===== src/rtl/sat_counter.sv =====
// Saturating up-counter with increment enable and asynchronous clear.
module sat_counter #(
  parameter int unsigned Width = 8
) (
  input  logic             clock,
  input  logic             clear,
  input  logic             inc,
  output logic [Width-1:0] count
);

  logic [Width-1:0] count_q;

  // Count up on inc, holding once all-ones is reached.
  always_ff @(posedge clock or posedge clear) begin
    if (clear) begin
      count_q <= '0;
    end else if (inc && (count_q != {Width{1'b1}})) begin
      count_q <= count_q + 1'b1;
    end
  end

  assign count = count_q;

endmodule


===== config.mk =====
export PLATFORM = sky130hd
export DESIGN_NAME = sat_counter
export DESIGN_NICKNAME = d
export VERILOG_FILES = /design/src/rtl/sat_counter.sv
export SDC_FILE = /design/constraint.sdc
export NUM_CORES = 1
export LEC_CHECK = 0
export ABC_AREA = 0
export CAP_MARGIN = 20
export CORE_AREA = 2 2 39 41
export CTS_BUF_LIST = sky130_fd_sc_hd__clkbuf_4 sky130_fd_sc_hd__clkbuf_8
export CTS_CLUSTER_SIZE = 20
export DETAILED_ROUTE_END_ITERATION = 10
export DIE_AREA = 0 0 41 43
export DONT_BUFFER_PORTS = 1
export GPL_TIMING_DRIVEN = 1
export PLACE_DENSITY = 0.46
export SYNTH_ARGS = -nofsm -noshare
export SYNTH_HDL_FRONTEND = slang
export SYNTH_SLANG_ARGS = --single-unit

===== constraint.sdc =====
create_clock -name clock -period 4.4 [get_ports clock]
set_input_delay 0.66 -clock clock [delete_from_list [all_inputs] [get_ports clock]]
set_output_delay 0.66 -clock clock [all_outputs]
set_load 0.05 [all_outputs]

* Yosys cells after proc, flatten, opt, wreduce, memory -nomap -nowiden
Cells that the tools add are included.
Word-level totals: register bits 8, logic and storage cells 4
Operators by class: $add $sub $neg 1, equal/unequal tests 1, reductions and logical operators 1
Operators by type and width (count):
- adder 8 x 1 -> 8 bit, second input constant | 1
- != test 8 bit, second input constant | 1
- logical AND 1 bit | 1

* Longest topological paths before layout
Gate-level depths: netlist of run 1.
depth after elaboration 2, gate-level depth with buffers 4, gate-level depth less buffers 4

* Worst setup path before layout of run 1
No wires, ideal clock.
kind register -> register, start point register count_q[0] (netlist: count[0]), end point register count_q[1] (netlist: count[1]), setup slack 2579 ps, cell stages (with the launch flop) 5, period minus slack after synthesis 1821 ps, arrival 1693 ps, data required time 4272 ps, path through dfrtp_1 -> ha_1 -> nand4_4 -> o21ai_2 -> mux2_1
Between the ends: longest elaborated chain between the ends 2, elaborated cells between the ends (all ways) 3, classes of those cells add/sub: 1; eq/ne: 1; reduce/logical: 1
Ends and longest elaborated chain:
- start: declaration | line 11 | logic [Width-1:0] count_q;
- start signal: assignment | line 18 | count_q <= count_q + 1'b1;
- branches (longest 2 deep; another with adder 8 x 1 -> 8 bit)
Parallel ways; which one is timed is not known. A chain may end at the register's enable or synchronous reset.

* Worst setup path in the final report of run 1
Same ends and word-level chain as after synthesis.

==> impl_metrics.json, run 1 <==
{
  "run_status": "completed",
  "cts-htree-levels": 1,
  "drt_iter0_drc": 2,
  "yosysWarnings": 0,
  "core_area_mm2": 0.00138,
  "vias": 318,
  "grt_setup_unrepaired": "false",
  "cts_buffers": 3,
  "setup_ws_ns": 2.46,
  "fin_tns_setup_ns": 0,
  "dr.pass1.iters": 5,
  "worstSkewPairLatency_ns": 0.25,
  "finalNonFillerCells": 57,
  "floorplan.die.height_um": 43,
  "max_reg_flops": 8,
  "mapped_cell_area_um2": 419,
  "mean_routed_wirelength_per_cell_um": 14.6,
  "tightestPinTransition_ns": 0.727,
  "drv_cap": 0,
  "crit_path_start_kind": "register",
  "synth_enable_flop_cells": 0,
  "final_nets": 47,
  "flow.area_growth_from_synthesis_pct": 10.1,
  "post_cts_hold_buffer_count": 0,
  "synth-seq-cells": 8,
  "fmax_ghz": 0.516,
  "top_level_ports": 11,
  "ctsRootBufferMaster": "sky130_fd_sc_hd__clkbuf_4",
  "cts.repair_timing.setup_buffer_count": 0,
  "avg_inst_size_synth_um2": 11.0,
  "full_die_area_mm2": 0.00176,
  "post_cts_resize_count": 0,
  "layout.core_utilization_pct": 33.4,
  "synth.top_cells.by_count": "sky130_fd_sc_hd__dfrtp_1, sky130_fd_sc_hd__nand2_1, sky130_fd_sc_hd__mux2_1, sky130_fd_sc_hd__nand3_1, sky130_fd_sc_hd__nand4_1",
  "path_max_fanout": 7,
  "drc": 0,
  "cts_tree": "yes",
  "portBuffers": 0,
  "yosys.cell_types.count": 19,
  "slew_headroom_pct": 51.5,
  "cts_buffer_depth": 2,
  "crit_type": "reg2reg",
  "cts_num_sinks": 8,
  "floorplan.die.width_um": 41,
  "synth.yosys.seq_area_share_pct": 47.8,
  "worstHoldPathType": "in2async",
  "r2r_slack_ns": 2.46,
  "worst_setup_path_end_kind": "register",
  "worstPathRequired_ns": 4.53,
  "async_flop_share_pct": 100,
  "gpl.final_weighted_congestion": 0.715,
  "count_of_endpoints_failing_hold_in_the_final_timing_report": 0,
  "placement_rows": 14,
  "grt_max_degree": 9,
  "layout.filler_cells": 152,
  "synth_ff_type": "sky130_fd_sc_hd__dfrtp_1",
  "layout_min_cycle_time_ns": 1.94,
  "layout_worst_path_cycle_share_pct": 44.0,
  "critPathArrivalTime_ns": 2.07,
  "pre_cts_ws_ns": 2.44,
  "slew_viol_final": 0,
  "detailed_place_hpwl_um": 617,
  "postRouteAntennaNets": 0,
  "globalRouteTotalUtil_pct": 12.3,
  "setup_violations": 0,
  "fin_skew_ns": 0.00532,
  "drive_gt1_share_pct": 14.6,
  "initial_core_util_pct": 30.3,
  "grt.overflow.total": 0,
  "clock_input_transition_at_the_sequential_cells_of_the_worst_setup_and_hold_paths_ns": 0.05,
  "antenna_found_initial": 0,
  "yosys_top_cell_area_share_pct": 47.8,
  "first_global_vias": 332,
  "yosysMostFrequentCell": "sky130_fd_sc_hd__dfrtp_1",
  "grt_pass1_wl_mm": 1.42,
  "syn_nets": 42,
  "synth_area_leader_cell": "sky130_fd_sc_hd__dfrtp_1",
  "postSynthCellCount": 38,
  "via_per_inst": 5.58,
  "most_area_consuming_cells_after_synthesis": "sky130_fd_sc_hd__dfrtp_1, sky130_fd_sc_hd__mux2_1, sky130_fd_sc_hd__nand4_4, sky130_fd_sc_hd__nand4_1, sky130_fd_sc_hd__nand3_1",
  "number_of_placed_instances_taps_included": 54,
  "antenna_cells_inserted": 0,
  "finalWirelength_um": 835
}
-- path summary, 6_finish.rpt --
check	start	to	cells after the start
min in group clock	inc	count[0]$_DFFE_PP0P_	2
worst max-delay path	count[0]$_DFFE_PP0P_	count[1]$_DFFE_PP0P_	4
worst min register to register	count[6]$_DFFE_PP0P_	count[6]$_DFFE_PP0P_	1
max in group asynchronous	clear	count[6]$_DFFE_PP0P_	1
worst min-delay path	clear	count[5]$_DFFE_PP0P_	1
worst max register to register	count[0]$_DFFE_PP0P_	count[1]$_DFFE_PP0P_	4
-- placed cells by master (no fill, tap or decap) --
cell type	netlist	routed
sky130_fd_sc_hd__nor2_1	2	2
sky130_fd_sc_hd__clkbuf_4	0	3
sky130_fd_sc_hd__a21boi_1	1	1
sky130_fd_sc_hd__ha_1	1	1
sky130_fd_sc_hd__o31a_1	1	1
sky130_fd_sc_hd__nand2_1	4	4
sky130_fd_sc_hd__mux2_2	1	1
sky130_fd_sc_hd__nor3_1	2	2
sky130_fd_sc_hd__xnor2_1	1	1
sky130_fd_sc_hd__dfrtp_1	8	8
sky130_fd_sc_hd__a21oi_1	1	1
sky130_fd_sc_hd__o21ai_1	1	1
sky130_fd_sc_hd__inv_1	1	1
sky130_fd_sc_hd__mux2_1	3	3
sky130_fd_sc_hd__o21ai_2	1	1
sky130_fd_sc_hd__o21bai_1	2	2
sky130_fd_sc_hd__o2111a_1	1	1
sky130_fd_sc_hd__nand3_1	3	3
sky130_fd_sc_hd__nand4_1	3	3
sky130_fd_sc_hd__nand4_4	1	1
-- worst max-delay path, cell delays in order, from the launching register on --
cell                      delay (ns)
sky130_fd_sc_hd__dfrtp_1        0.71
sky130_fd_sc_hd__ha_1           0.37
sky130_fd_sc_hd__nand4_4        0.17
sky130_fd_sc_hd__o21ai_2        0.24
sky130_fd_sc_hd__mux2_1         0.34
-- logic make-up (layout without fill, tap and decap cells) --
| group | Yosys count | count (layout) | synth area share (%) |
|---|---|---|---|
| compound gates | 8 | 8 | 14.6 |
| xor+xnor | 1 | 1 | 2.09 |
| fa+ha+maj | 1 | 1 | 2.98 |
| buf+inv | 1 | 4 | 0.895 |
| flops | 8 | 8 | 47.8 |
| mux | 4 | 4 | 10.7 |
| simple gates | 15 | 15 | 20.9 |
-- area by class of cell --
| class | count | area, um^2 | area share (%) |
|---|---|---|---|
| well taps | 16 | 20.0 | 4.34 |
| inverters | 1 | 3.75 | 0.813 |
| clock buffers | 3 | 22.5 | 4.88 |
| multi-input cells | 29 | 215 | 46.6 |
| flip-flops and latches | 8 | 200 | 43.4 |
-- layer usage --
| layer | GRT usage, % | part of all wire (%) |
|---|---|---|
| met1 | 16.1 | 45 |
| met2 | 14.7 | 44 |
| met3 | 5.76 | 11 |
| met4 | 10.0 | 0 |
| met5 | 0 | 0 |
-- metrics by stage --
stage          instance area [um^2]  hold WS [ns]
2_1_floorplan                   419         0.476
3_3_place_gp                    439         0.524
3_5_place_dp                    439         0.526
4_1_cts                         462         0.251
5_1_grt                         462         0.251
6_report                        462         0.240
Power of run 1 is not shown: default switching activity piles up to over one toggle a cycle in this logic, so the estimate is an artifact.
==> run 2: changes to the inputs <==
- clock period: 4.4 -> 1.9 ns (I/O delays scaled with it)
==> impl_metrics.json, run 2 (synthesized netlist as in run 1, its figures left out) <==
{
  "count_of_endpoints_failing_hold_in_the_final_timing_report": 0,
  "setup_violations": 0,
  "flow.area_growth_from_synthesis_pct": 26.9,
  "detailed_place_hpwl_um": 703,
  "worst_setup_path_end_kind": "register",
  "run_status": "completed",
  "critical_path_s_slowest_cell": "sky130_fd_sc_hd__dfrtp_1",
  "portBuffers": 0,
  "layout.filler_cells": 150,
  "initial_core_util_pct": 30.3,
  "path_buf_inv": 0,
  "cell_by_cell_trace_of_the_critical_path": "ha_1 > nand4_4 > o21ai_2 > mux2_1",
  "grt_pass1_wl_mm": 1.59,
  "power.internal_mw": 0.514,
  "p_seq_share_pct": 33.6,
  "drc": 0,
  "slowest_delay_ns": 0.35,
  "fmax_ghz": 0.691,
  "postRouteAntennaNets": 0,
  "placement_rows": 14,
  "mean_routed_wirelength_per_cell_um": 13.9,
  "post_cts_resize_count": 0,
  "fin_tns_setup_ns": 0,
  "crit_type": "reg2reg",
  "grt.overflow.total": 0,
  "vdd_ir_drop_max_mv": 0.690,
  "grt_max_degree": 9,
  "clock_input_transition_at_the_sequential_cells_of_the_worst_setup_and_hold_paths_ns": 0.05,
  "slew_viol_final": 0,
  "cts_buffer_depth": 2,
  "globalRouteTotalUtil_pct": 14.5,
  "whs_ns": 0.187,
  "gpl.final_weighted_congestion": 0.780,
  "pre_cts_ws_ns": 0.441,
  "first_global_vias": 363,
  "core_area_mm2": 0.00138,
  "cts_buffers": 3,
  "finalWirelength_um": 915,
  "finalNonFillerCells": 66,
  "cts_num_sinks": 8,
  "cts_tree": "yes",
  "setup_ws_ns": 0.452,
  "floorplan.die.height_um": 43,
  "clockPowerShare_pct": 12.0,
  "power_density_mw_per_mm2": 2040,
  "tightestPinTransition_ns": 0.323,
  "fin_skew_ns": 0.00615,
  "number_of_placed_instances_taps_included": 62,
  "drv_cap": 0,
  "worstSkewPairLatency_ns": 0.26,
  "antenna_cells_inserted": 0,
  "p_leak_nw": 0.222,
  "full_die_area_mm2": 0.00176,
  "crit_path_start_kind": "register",
  "floorplan.die.width_um": 41,
  "critPathArrivalTime_ns": 1.59,
  "path_max_fanout": 7,
  "antenna_found_initial": 0,
  "worstPathRequired_ns": 2.04,
  "final_nets": 56,
  "slew_headroom_pct": 78.5,
  "critical_path.top_delay_family": "flip-flops",
  "p_sw_mw": 0.571,
  "drt_iter0_drc": 10,
  "p_comb_share_pct": 54.5,
  "via_per_inst": 5.39,
  "vias": 356,
  "ctsRootBufferMaster": "sky130_fd_sc_hd__clkbuf_4",
  "layout_worst_path_cycle_share_pct": 76.2,
  "max_reg_flops": 8,
  "top_level_ports": 11,
  "dr.pass1.iters": 2,
  "worstHoldPathType": "in2reg",
  "grt_setup_unrepaired": "false",
  "drive_gt1_share_pct": 28.0,
  "layout_min_cycle_time_ns": 1.45,
  "layout.cells.most_common_list": "sky130_fd_sc_hd__dfrtp_1, sky130_fd_sc_hd__buf_4, sky130_fd_sc_hd__nand2_1",
  "power.share.switching_pct": 52.6,
  "layout.core_utilization_pct": 38.4,
  "cts-htree-levels": 1
}
run 2: cell count changes in the layout (fill, tap and decap cells not counted):
cell,before,now
sky130_fd_sc_hd__dlygate4sd3_1,0,1
sky130_fd_sc_hd__buf_4,0,8
run 2: metal layers:
| metal | share of wire, % | track usage, % |
|---|---|---|
| met4 | 4.8 | 14.0 |
| met2 | 48 | 19.7 |
| met1 | 37 | 15.6 |
| met5 | 0 | 0 |
| met3 | 10 | 6.28 |
run 2: through the flow:
| stage | total power, mW | instance area, um^2 |
|---|---|---|
| global placement | 0.949 | 499 |
| global route | 1.17 | 532 |
| detailed placement | 0.966 | 499 |
| CTS | 1.10 | 532 |
| floorplan | 0.782 | 419 |
| finish | 1.08 | 532 |
run 2: repair_timing:
item	4_1_cts	5_1_grt
buffers inserted	0	0
hold buffers	1	0
endpoints found under the hold margin	8	0
run 2: worst paths after layout:
kind | start | endpoint | slack (ns) | cells after the start
max | count[0]$_DFFE_PP0P_ | count[1]$_DFFE_PP0P_ | 0.45 | 4
min reg2reg | count[6]$_DFFE_PP0P_ | count[6]$_DFFE_PP0P_ | 0.52 | 1
max reg2reg | count[0]$_DFFE_PP0P_ | count[1]$_DFFE_PP0P_ | 0.45 | 4
min | inc | count[0]$_DFFE_PP0P_ | 0.19 | 2
min in group asynchronous | clear | count[0]$_DFFE_PP0P_ | 0.42 | 2
max in group asynchronous | clear | count[5]$_DFFE_PP0P_ | 1.23 | 2
run 2: worst register-to-register path, cell delays in order, from the launching register on:
cell and delay, ns:
sky130_fd_sc_hd__dfrtp_1 0.35, sky130_fd_sc_hd__ha_1 0.26, sky130_fd_sc_hd__nand4_4 0.17, sky130_fd_sc_hd__o21ai_2 0.22
sky130_fd_sc_hd__mux2_1 0.33
run 2: area by class of cell:
class | instances | area (um^2) | area share (%)
multi-input cells | 29 | 215 | 40.5
flip-flops and latches | 8 | 200 | 37.6
repair buffers | 9 | 70.1 | 13.2
clock buffers | 3 | 22.5 | 4.24
well taps | 16 | 20.0 | 3.76
inverters | 1 | 3.75 | 0.706
run 2: power groups by stage:
stage          logic [mW]  registers [mW]  clock network (mW)
6_report            0.591           0.364               0.130
5_1_grt             0.629           0.383               0.153
4_1_cts             0.599           0.365               0.134
3_5_place_dp        0.597           0.368                   0
3_3_place_gp        0.589           0.360                   0
2_1_floorplan       0.160           0.621                   0
No activity file was read; power rests on OpenSTA's default activity.
==> run 3: changes to the inputs <==
- clock period: 1.9 -> 1.4 ns (I/O delays scaled with it)
==> impl_metrics.json, run 3 (synthesized netlist as in run 1, its figures left out) <==
{
  "worstHoldEndpoint": "count[2]$_DFFE_PP0P_",
  "drv_cap": 0,
  "final_nets": 59,
  "r2r_slack_ns": 0.05,
  "vias": 366,
  "fmax_ghz": 0.742,
  "min-delay-start": "inc",
  "layout_commonest_cell": "sky130_fd_sc_hd__buf_4",
  "design_area_um2": 584,
  "initial_core_util_pct": 30.3,
  "vdd_ir_drop_max_mv": 1.13,
  "crit_path_start_kind": "register",
  "holdPathStages": 2,
  "drc": 0,
  "gpl.final_weighted_congestion": 0.719,
  "grt_setup_unrepaired": "false",
  "finalWirelength_um": 953,
  "grt_pass1_wl_mm": 1.55,
  "floorplan.die.width_um": 41,
  "antenna_found_initial": 0,
  "postRouteAntennaNets": 0,
  "layout_worst_path_cycle_share_pct": 96.2,
  "critical_path.reg2reg.endpoint": "count[1]$_DFFE_PP0P_",
  "count_of_endpoints_failing_hold_in_the_final_timing_report": 0,
  "portBuffers": 0,
  "cts_buffer_depth": 2,
  "layout_min_cycle_time_ns": 1.35,
  "worstPathRequired_ns": 1.53,
  "placed_cell_area_um2": 522,
  "top_level_ports": 11,
  "slowest_delay_ns": 0.40,
  "tightestPinTransition_ns": 0.309,
  "ctsRootBufferMaster": "sky130_fd_sc_hd__clkbuf_4",
  "dr.pass1.iters": 2,
  "placement_rows": 14,
  "worst_setup_path_end_kind": "register",
  "critical_path.top_delay_family": "flip-flops",
  "first_global_vias": 347,
  "fin_skew_ns": 0.00374,
  "cts_num_sinks": 8,
  "finalNonFillerCells": 69,
  "drive_gt1_share_pct": 49.1,
  "grt_max_degree": 9,
  "core_area_mm2": 0.00138,
  "critPathArrivalTime_ns": 1.48,
  "slew_viol_final": 0,
  "floorplan.die.height_um": 43,
  "worstReg2RegStart": "count[0]$_DFFE_PP0P_",
  "number_of_placed_instances_taps_included": 62,
  "run_status": "completed",
  "path_buf_inv": 0,
  "path_max_fanout": 4,
  "layout.core_utilization_pct": 42.2,
  "design_power_total_mw": 1.57,
  "cell_by_cell_trace_of_the_critical_path": "ha_4 > nand4_4 > o21ai_4 > mux2_1",
  "slew_headroom_pct": 79.4,
  "p_leak_nw": 0.227,
  "reg2regPathDepth": 4,
  "grt.overflow.total": 0,
  "critical_path_s_slowest_cell": "sky130_fd_sc_hd__dfrtp_2",
  "cts_tree": "yes",
  "globalRouteTotalUtil_pct": 13.9,
  "worstHoldPathType": "in2reg",
  "max_reg_flops": 8,
  "detailed_place_hpwl_um": 704,
  "layout.cells.most_common_list": "sky130_fd_sc_hd__buf_4, sky130_fd_sc_hd__dfrtp_2, sky130_fd_sc_hd__nand2_1",
  "antenna_cells_inserted": 0,
  "via_per_inst": 5.30,
  "crit_type": "reg2reg",
  "power_density_mw_per_mm2": 2690,
  "mean_routed_wirelength_per_cell_um": 13.8,
  "cts_buffers": 3,
  "full_die_area_mm2": 0.00176,
  "drt_iter0_drc": 5,
  "worstSkewPairLatency_ns": 0.25,
  "setup_violations": 0,
  "clock_input_transition_at_the_sequential_cells_of_the_worst_setup_and_hold_paths_ns": 0.05,
  "cts-htree-levels": 1,
  "flow.area_growth_from_synthesis_pct": 39.4
}
==> run 3: changes by cell type in the layout (fill, tap and decap cells not counted), sizes merged <==
| cell | delta |
|---|---|
| buf | +3 |
==> run 3: layer usage <==
metal | vias up | share of wire [%] | global-route usage [%]
li1 | 176 | - | -
met1 | 174 | 44 | 18.2
met2 | 12 | 46 | 16.6
met3 | 4 | 7.7 | 5.76
met4 | 0 | 3.0 | 12.0
met5 | - | 0 | 0
==> run 3: cell type report <==
class                   count  area, um^2
multi-input cells          29         235
clock buffers               3        22.5
repair buffers             12        92.6
well taps                  16        20.0
fillers                   142         800
inverters                   1        3.75
flip-flops and latches      8         210
==> run 3: power breakdown <==
part           internal [mW]  switching [mW]  leakage [nW]
sequential             0.356           0.185        0.0891
clock                 0.0980          0.0775        0.0138
combinational          0.312           0.541         0.124
total                  0.766           0.803         0.227
==> run 3: worst max path at each step <==
stage	startpoint	to	slack (ns)	depth (start not counted)
floorplan	count[0]$_DFFE_PP0P_	count[1]$_DFFE_PP0P_	-0.12	4
global placement	count[0]$_DFFE_PP0P_	count[1]$_DFFE_PP0P_	0.07	4
detailed placement	count[0]$_DFFE_PP0P_	count[1]$_DFFE_PP0P_	0.01	4
CTS	count[0]$_DFFE_PP0P_	count[1]$_DFFE_PP0P_	0.009	4
global route	count[5]$_DFFE_PP0P_	count[1]$_DFFE_PP0P_	0.0006	3
finish	count[0]$_DFFE_PP0P_	count[1]$_DFFE_PP0P_	0.05	4
==> run 3: timing repair <==
item	CTS	global route
pin swaps	0	1
gates resized for setup	1	0
hold endpoints to repair	8	0
endpoints found under the setup margin	1	1
hold buffers	1	0
buffers inserted	0	3
==> run 3: per-stage QoR <==
step / worst slack [ns] / setup TNS [ns] / hold slack, ns
finish: 0.0529 / 0 / 0.125
global route: 0.000649 / 0 / 0.163
CTS: 0.00926 / 0 / 0.0987
detailed placement: 0.00986 / 0 / 0.0689
global placement: 0.0650 / 0 / 0.0672
floorplan: -0.124 / -0.124 / 0.0257
